--- config.mk ---
export PLATFORM = sky130hd
export DESIGN_NAME = sv_bus_arbiter
export DESIGN_NICKNAME = d
export VERILOG_FILES = /design/src/rtl/sv_bus_arbiter.sv
export SDC_FILE = /design/constraint.sdc
export NUM_CORES = 1
export LEC_CHECK = 0
export CAP_MARGIN = 20
export CORE_MARGIN = 1
export CORE_UTILIZATION = 35
export DETAILED_ROUTE_END_ITERATION = 16
export GPL_TIMING_DRIVEN = 0
export HOLD_SLACK_MARGIN = 0.02
export PLACE_DENSITY = 0.71
export SYNTH_ARGS = -nofsm -noshare
export SYNTH_HDL_FRONTEND = slang
export SYNTH_SLANG_ARGS = --single-unit
--- constraint.sdc ---
create_clock -name clk -period 2.3 [get_ports clk]
set_input_delay 0.46 -clock clk [delete_from_list [all_inputs] [get_ports clk]]
set_output_delay 0.46 -clock clk [all_outputs]
set_load 0.02 [all_outputs]
--- src/rtl/sv_bus_arbiter.sv ---
// rtl/sv_bus_arbiter.sv - per-slot bus arbiter for CPU, audio DMA and video DMA.
// Optional SV_ARB_PERF_EN adds saturating slot/stall performance counters.
module sv_bus_arbiter #(
   parameter int CPU_STARVE_MAX = 4
) (
   input  logic        clk,
   input  logic        reset,
   input  logic        ce,
   input  logic        cpu_req,
   output logic        cpu_rdy,
   input  logic        adma_req,
   input  logic [15:0] adma_addr,
   input  logic [2:0]  adma_bank,
   input  logic        vdma_req,
   input  logic [15:0] vdma_addr,
   input  logic [2:0]  vdma_bank,
   input  logic [7:0]  dbus_in,
   output logic        dma_sel,
   output logic [15:0] dma_addr,
   output logic [2:0]  dma_bank,
   output logic [1:0]  bus_owner,
   output logic [7:0]  adma_data,
   output logic        adma_done,
   output logic [7:0]  vdma_data,
   output logic        vdma_ack,
   output logic        adma_overrun,
   input  logic        overrun_clr
`ifdef SV_ARB_PERF_EN
   ,
   output logic [15:0] perf_adma,
   output logic [15:0] perf_vdma,
   output logic [15:0] perf_stall
`endif
);

   typedef enum logic [1:0] {
      OWN_CPU  = 2'd0,
      OWN_ADMA = 2'd1,
      OWN_VDMA = 2'd2
   } owner_t;

   localparam logic [2:0] STARVE_MAX = 3'(CPU_STARVE_MAX);

   owner_t     owner;
   owner_t     winner;
   logic       adma_pend;
   logic [2:0] run_cnt;
   logic       grant_adma;

   // adma_pend is the registered flag, so a request on the ce clk itself waits a slot
   always_comb begin
      winner = OWN_CPU;
      if (cpu_req && (run_cnt == STARVE_MAX))
         winner = OWN_CPU;
      else if (adma_pend)
         winner = OWN_ADMA;
      else if (vdma_req)
         winner = OWN_VDMA;
   end

   assign grant_adma = ce && (winner == OWN_ADMA);
   assign bus_owner  = owner;

   always_ff @(posedge clk) begin
      if (reset) begin
         owner        <= OWN_CPU;
         cpu_rdy      <= 1'b1;
         dma_sel      <= 1'b0;
         dma_addr     <= 16'd0;
         dma_bank     <= 3'd0;
         adma_data    <= 8'd0;
         vdma_data    <= 8'd0;
         adma_done    <= 1'b0;
         vdma_ack     <= 1'b0;
         adma_overrun <= 1'b0;
         adma_pend    <= 1'b0;
         run_cnt      <= 3'd0;
      end else begin
         adma_done <= 1'b0;
         vdma_ack  <= 1'b0;

         // A request landing on its own grant clk re-arms the flag
         if (adma_req)
            adma_pend <= 1'b1;
         else if (grant_adma)
            adma_pend <= 1'b0;

         if (adma_req && adma_pend && !grant_adma)
            adma_overrun <= 1'b1;
         else if (overrun_clr)
            adma_overrun <= 1'b0;

         if (ce) begin
            case (owner)
               OWN_ADMA: begin
                  adma_data <= dbus_in;
                  adma_done <= 1'b1;
               end
               OWN_VDMA: begin
                  vdma_data <= dbus_in;
                  vdma_ack  <= 1'b1;
               end
               default: ;
            endcase

            owner   <= winner;
            dma_sel <= (winner != OWN_CPU);
            cpu_rdy <= (winner == OWN_CPU);

            case (winner)
               OWN_ADMA: begin
                  dma_addr <= adma_addr;
                  dma_bank <= adma_bank;
               end
               OWN_VDMA: begin
                  dma_addr <= vdma_addr;
                  dma_bank <= vdma_bank;
               end
               default: ;
            endcase

            if (winner == OWN_CPU)
               run_cnt <= 3'd0;
            else if (run_cnt != STARVE_MAX)
               run_cnt <= run_cnt + 3'd1;
         end
      end
   end

`ifdef SV_ARB_PERF_EN
   always_ff @(posedge clk) begin
      if (reset) begin
         perf_adma  <= 16'd0;
         perf_vdma  <= 16'd0;
         perf_stall <= 16'd0;
      end else if (ce) begin
         if ((winner == OWN_ADMA) && (perf_adma != 16'hFFFF))
            perf_adma <= perf_adma + 16'd1;
         if ((winner == OWN_VDMA) && (perf_vdma != 16'hFFFF))
            perf_vdma <= perf_vdma + 16'd1;
         if (cpu_req && (winner != OWN_CPU) && (perf_stall != 16'hFFFF))
            perf_stall <= perf_stall + 16'd1;
      end
   end
`endif

endmodule

==> results.json, run 1 <==
{
  "path_class": "reg -> reg",
  "die_y_um": 77.2,
  "final.setup.worst_slack_ps": 218,
  "h-tree-depth": 2,
  "first_pass_iters": 4,
  "cp-startpoint": "run_cnt[0]",
  "synth.yosys.warnings": 0,
  "place_area_um2": 3000,
  "grt.busiest_layer": "met2",
  "synth_xor_area_share_pct": 0,
  "synthToLayoutAreaGrowth_pct": 56.5,
  "crit_top_cell": "ha_1",
  "synthAdderAreaFrac_pct": 3.16,
  "postCtsResizedCells": 0,
  "grt_use_met2_pct": 27.8,
  "synthDistinctLibCells": 26,
  "synth_nets": 253,
  "min_path_cells": 2,
  "period_needed_ps": 2080,
  "drt-initial-drc-count": 39,
  "clock-root-buffer": "clkbuf_8",
  "final_cells": 366,
  "clkTransAtPathRegs_ps": 90,
  "antenna_found_initial": 0,
  "track_usage_pct": 16.1,
  "syn_area_um2": 1980,
  "leakage_nw": 1.27,
  "via_count": 1707,
  "final_nets": 353,
  "final_cell_mix": "93 x clkdlybuf4s50_1, 46 x dfxtp_1, 40 x nor2_1",
  "cpMaxStageDelayCell": "dfxtp_1",
  "port_buffers": 93,
  "start_util_pct": 37.5,
  "num_antenna_cells": 0,
  "drive_gt1_share_pct": 10.5,
  "min_to": "dma_addr[14]",
  "ys_seq_area_share_pct": 46.6,
  "rr_startpoint": "run_cnt[0]",
  "clkLatencyLatePin_ps": 300,
  "synth_top_family_by_area": "multiplexers",
  "synth_edf_count": 0,
  "synth_compound_area_share_pct": 13.7,
  "overflow": 0,
  "grt_pass1_vias": 1816,
  "fin_area_um2": 3090,
  "numCtsBuffers": 5,
  "hold_viol_final": 0,
  "path_max_fanout": 10,
  "core-area_um2": 5270,
  "grt_pass1_wl_mm": 7.87,
  "r2r_cells": 10,
  "critical_path_required_ps": 2520,
  "tightestPinTransition_ps": 470,
  "setup_viol": 0,
  "synthMuxAreaShare_pct": 17.7,
  "wl_mm": 4.56,
  "drc": 0,
  "cp-end-kind": "flop",
  "wl_per_cell_um": 12.5,
  "min_from": "reset",
  "synthSimpleGateAreaFrac_pct": 12.5,
  "relSlewSlack_pct": 68.7,
  "cts_tree": "done",
  "ant_nets": 0,
  "grt_use_met1_pct": 18.2,
  "cts_buffer_depth": 2,
  "viasPerCell": 4.66,
  "rsz0062_at_grt": "no",
  "syn_area_per_cell_um2": 10.1,
  "rows": 26,
  "final_common_cell": "clkdlybuf4s50_1",
  "cts.hold.buffers_added": 0,
  "grtUsageMet3_pct": 6.67,
  "ios": 95,
  "start_kind": "flop",
  "ys_ff_latch": 46,
  "pre_cts_ws_ps": -62.8,
  "reg2reg_slack_ps": 220,
  "async_flop_share_pct": 0,
  "cap_violations": 0,
  "fp.dieW_um": 77.2,
  "peakVddDrop_uv": 302,
  "cts.sinks": 46,
  "crit_chain": "inv_1, ha_1, nand3_1, nand3b_1, ha_1, and2b_1, buf_4, buf_6, nor2_1, a211oi_2",
  "placed_cells": 358,
  "r2r_end": "dma_addr[8]",
  "cts_setup_buffers": 0,
  "max_freq_mhz": 480,
  "place_congestion": 0.752,
  "holdCritPathClass": "in -> reg",
  "status": "completed",
  "fin_crit_sh_pct": 90.5,
  "drv_slew": 0,
  "grt_max_degree": 18,
  "fin_skew_ps": 15.4,
  "synth_ff_type": "dfxtp_1",
  "p_per_area_nw_per_um2": 591,
  "arrival_ps": 2300,
  "dieArea_um2": 5950,
  "syn_inst": 195,
  "dp_hpwl_mm": 3.47,
  "max_stage_delay_ps": 360
}
==> registers in the layout, summed over array words and instances, names as in the netlist, 2 cells and up <==
signal	count
adma_data	8
vdma_data	8
bus_owner	2
run_cnt	3
dma_bank	3
dma_addr	16
==> cell type report <==
| type | count | area (um2) |
|---|---|---|
| multi-input cells | 128 | 930 |
| flip-flops and latches | 46 | 921 |
| plain buffers | 14 | 100 |
| inverters | 7 | 26.3 |
| fillers | 470 | 2180 |
| clock inverters | 3 | 28.8 |
| clock buffers | 5 | 68.8 |
| repair buffers | 93 | 931 |
| well taps | 70 | 87.6 |
==> through the flow <==
stage | utilization [%] | TNS, ps | hold slack [ps] | power (mW)
floorplan | - | 0 | 470 | 1.11
detailed placement | 56.8 | -529 | 448 | 1.33
global placement | 56.8 | -305 | 449 | 1.32
CTS | 58.7 | 0 | 449 | 1.86
global route | 58.7 | 0 | 474 | 1.92
finish | 58.7 | 0 | 450 | 1.83
==> power by group <==
part	switching (mW)	internal (mW)
sequential	0.0241	0.844
combinational	0.198	0.236
clock	0.298	0.227
total	0.520	1.31
==> worst max-delay path, delay by kind of cell (launching register included) <==
kind,cells,cell delay (ps)
buf+inv,3,390
compound gates,1,180
simple gates,4,530
flops,1,360
fa+ha+maj,2,550
==> metal layers <==
layer	up-vias	wire length, um
met5	-	0
met1	765	2020
met3	2	481
met2	69	2040
met4	0	16
li1	871	-
==> worst max-delay path by stage <==
stage / endpoint / slack, ps / cells after the start
final: dma_addr[8] / 220 / 10
after global routing: dma_addr[6] / 40 / 10
after global placement: dma_addr[10] / -30 / 10
after detailed placement: dma_addr[8] / -60 / 10
after floorplan: dma_addr[10] / 420 / 10
after CTS: dma_addr[8] / 190 / 10
==> cell usage after synthesis, drive strengths merged, types with 3 or more instances <==
cell / number / share of area [%]
mux2i: 35 / 18
nand2: 4 / 0.76
inv: 7 / 1.3
a211oi: 19 / 10
dfxtp: 46 / 47
nand3b: 4 / 1.5
a21oi: 6 / 1.5
ha: 5 / 3.2
nor2: 40 / 7.6
buf: 12 / 4.7
o21ai: 3 / 0.76
==> cells by family (layout without fill, tap and decap cells) <==
family,count (synthesis),after routing
simple gates,56,56
buf+inv,21,122
fa+ha+maj,5,5
mux,35,35
compound gates,32,32
flops,46,46
Power figures use the tool's default switching activity.
==> run 2, diff against run 1 <==
--- a/config.mk
+++ b/config.mk
@@ -5,9 +5,11 @@
 export SDC_FILE = /design/constraint.sdc
 export NUM_CORES = 1
 export LEC_CHECK = 0
+export ABC_AREA = 1
 export CAP_MARGIN = 20
 export CORE_MARGIN = 1
 export CORE_UTILIZATION = 35
+export CTS_BUF_LIST = sky130_fd_sc_hd__clkbuf_8
 export DETAILED_ROUTE_END_ITERATION = 16
 export GPL_TIMING_DRIVEN = 0
 export HOLD_SLACK_MARGIN = 0.02
==> run 2 against run 1 <==
Core utilization rose by 0.35 points. Area after synthesis fell by 2.4%. Routed wire length rose by 4.0%. Fmax fell by 0.90%. Worst setup slack got worse by 19 ps. Count of clock-buffer cells in the layout did not move. Flip-flop and latch count did not move. Final cell count rose by 19%. Final area fell by 0.65%. Synthesized cell count rose by 35%. Critical path type unchanged. Largest power group unchanged. Highest routed layer unchanged.
==> results.json, run 2 <==
{
  "cap_violations": 0,
  "final_nets": 422,
  "start_kind": "flop",
  "arrival_ps": 2300,
  "multi_input_area_um2": 776,
  "clkLatencyLatePin_ps": 300,
  "synthMuxAreaShare_pct": 0,
  "cts_tree": "done",
  "cp-end-kind": "flop",
  "finalPower_mw": 1.92,
  "antenna_found_initial": 0,
  "synth_ff_type": "dfxtp_1",
  "path_class": "reg -> reg",
  "syn_area_per_cell_um2": 7.34,
  "fin_skew_ps": 8.86,
  "holdCritPathClass": "reg -> reg",
  "ys_seq_area_share_pct": 47.7,
  "leakage_nw": 1.28,
  "register_area_um2": 921,
  "hold-worst-slack_ps": 448,
  "top_register": "dma_addr",
  "cts_buffer_depth": 2,
  "grt_pass1_vias": 1773,
  "fin_area_um2": 3070,
  "setup_viol": 0,
  "tightestPinTransition_ps": 412,
  "drt-initial-drc-count": 58,
  "fp.dieW_um": 76.2,
  "syn_area_um2": 1930,
  "cts_setup_buffers": 0,
  "status": "completed",
  "cts.hold.buffers_added": 0,
  "synth_nets": 321,
  "synthToLayoutAreaGrowth_pct": 59.3,
  "synth_top_family_by_area": "compound AO/OA/AOI/OAI gates",
  "synth.yosys.warnings": 0,
  "synth.most_common_cell": "o21ai_0",
  "rsz0062_at_grt": "no",
  "core-area_um2": 5200,
  "wl_per_cell_um": 10.9,
  "h-tree-depth": 2,
  "grt_max_degree": 15,
  "yosys.area.top_type": "dfxtp_1",
  "num_antenna_cells": 0,
  "synth.top_cell.area_share_pct": 47.7,
  "overflow": 0,
  "synthAdderAreaFrac_pct": 3.24,
  "drive_gt1_share_pct": 5.21,
  "drv_slew": 0,
  "largest_reg_flops": 16,
  "cts.sinks": 46,
  "final_cell_mix": "94 x clkdlybuf4s50_1, 48 x o21ai_0, 46 x dfxtp_1",
  "ios": 95,
  "rows": 26,
  "dp_hpwl_mm": 3.62,
  "synth_area_leaders": "dfxtp_1 48%, o21ai_0 12%, a21oi_1 8.6%, nor2_1 8.4%, inv_1 7.8%",
  "period_needed_ps": 2100,
  "place_area_um2": 2960,
  "synth_xor_area_share_pct": 0,
  "syn_inst": 263,
  "synth_edf_count": 0,
  "p_per_area_nw_per_um2": 625,
  "critical_path_required_ps": 2490,
  "top_regs": "dma_addr x16, adma_data x8, vdma_data x8",
  "pre_cts_ws_ps": -25.1,
  "port_buffers": 94,
  "ys_ff_latch": 46,
  "place_congestion": 0.744,
  "drc": 0,
  "postCtsResizedCells": 0,
  "numCtsBuffers": 5,
  "dieArea_um2": 5810,
  "fin_setup_tns_ps": 0,
  "clock-root-buffer": "clkbuf_8",
  "synthDistinctLibCells": 15,
  "track_usage_pct": 17.3,
  "synthTopCellsByCount": "48 x o21ai_0, 46 x dfxtp_1, 43 x nor2_1",
  "die_y_um": 76.2,
  "async_flop_share_pct": 0,
  "hold_viol_final": 0,
  "path_max_fanout": 10,
  "relSlewSlack_pct": 72.6,
  "fill_cells": 506,
  "wl_mm": 4.74,
  "synth_compound_area_share_pct": 23.6,
  "final.setup.worst_slack_ps": 199,
  "ant_nets": 0,
  "synthSimpleGateAreaFrac_pct": 13.4,
  "fin_crit_sh_pct": 91.3,
  "final_common_cell": "clkdlybuf4s50_1",
  "first_pass_iters": 4,
  "viasPerCell": 4.48,
  "max_freq_mhz": 476,
  "via_count": 1948,
  "clkTransAtPathRegs_ps": 90,
  "peakVddDrop_uv": 254,
  "grt_pass1_wl_mm": 8.09,
  "start_util_pct": 37.1
}
[run 2: stage by stage]
| stage | cells | utilization, % |
|---|---|---|
| after floorplan | 263 | - |
| after global placement | 427 | 56.8 |
| after detailed placement | 427 | 56.8 |
| after CTS | 435 | 58.9 |
| after global routing | 435 | 59.0 |
| final | 435 | 59.0 |
[run 2: where the power goes]
group / internal (mW) / switching, mW / total [mW]
combinational: 0.233 / 0.216 / 0.449
clock: 0.320 / 0.268 / 0.588
sequential: 0.854 / 0.0294 / 0.883
[run 2: critical path: stages, from the launching register on]
cell	delay (ps)
dfxtp_1	370
inv_1	70
ha_1	200
nand2_1	70
inv_1	50
nand2_1	60
nand3_1	140
ha_1	340
nor2_2	140
buf_6	150
buf_6	130
o21ai_1	60
a21oi_1	150
nor2_1	60
[run 2: cell type report]
| type | count | share of cell area (%) |
|---|---|---|
| Tap cell | 70 | 2.85 |
| Clock inverter | 3 | 1.30 |
| Timing Repair Buffer | 94 | 30.6 |
| Multi-Input combinational cell | 162 | 25.2 |
| Clock buffer | 5 | 2.24 |
| Inverter | 41 | 5.01 |
| Sequential cell | 46 | 30.0 |
| Buffer | 14 | 2.77 |
[run 2: final timing paths]
check | from | end | slack [ps] | depth (start not counted)
hold reg to reg | vdma_data[6] | vdma_data[6] | 450 | 2
setup / recovery | run_cnt[0] | dma_addr[7] | 200 | 13
setup reg to reg | run_cnt[0] | dma_addr[7] | 200 | 13
hold / removal | vdma_data[6] | vdma_data[6] | 450 | 2
[run 2: kinds of logic (layout without fill, tap and decap cells)]
kind of cell             Yosys count  after routing
flip-flops                        46             46
adder cells (fa/ha/maj)            5              5
AND/OR/NAND/NOR                   66             66
AO/OA/AOI/OAI                     91             91
buffers and inverters             55            157
[run 2: metal layers]
layer	track usage [%]	up-vias	routed length, um
li1	-	1042	-
met1	20.5	835	2200
met2	27.8	66	2050
met3	7.90	5	443
met4	5.19	0	53
met5	0	-	0
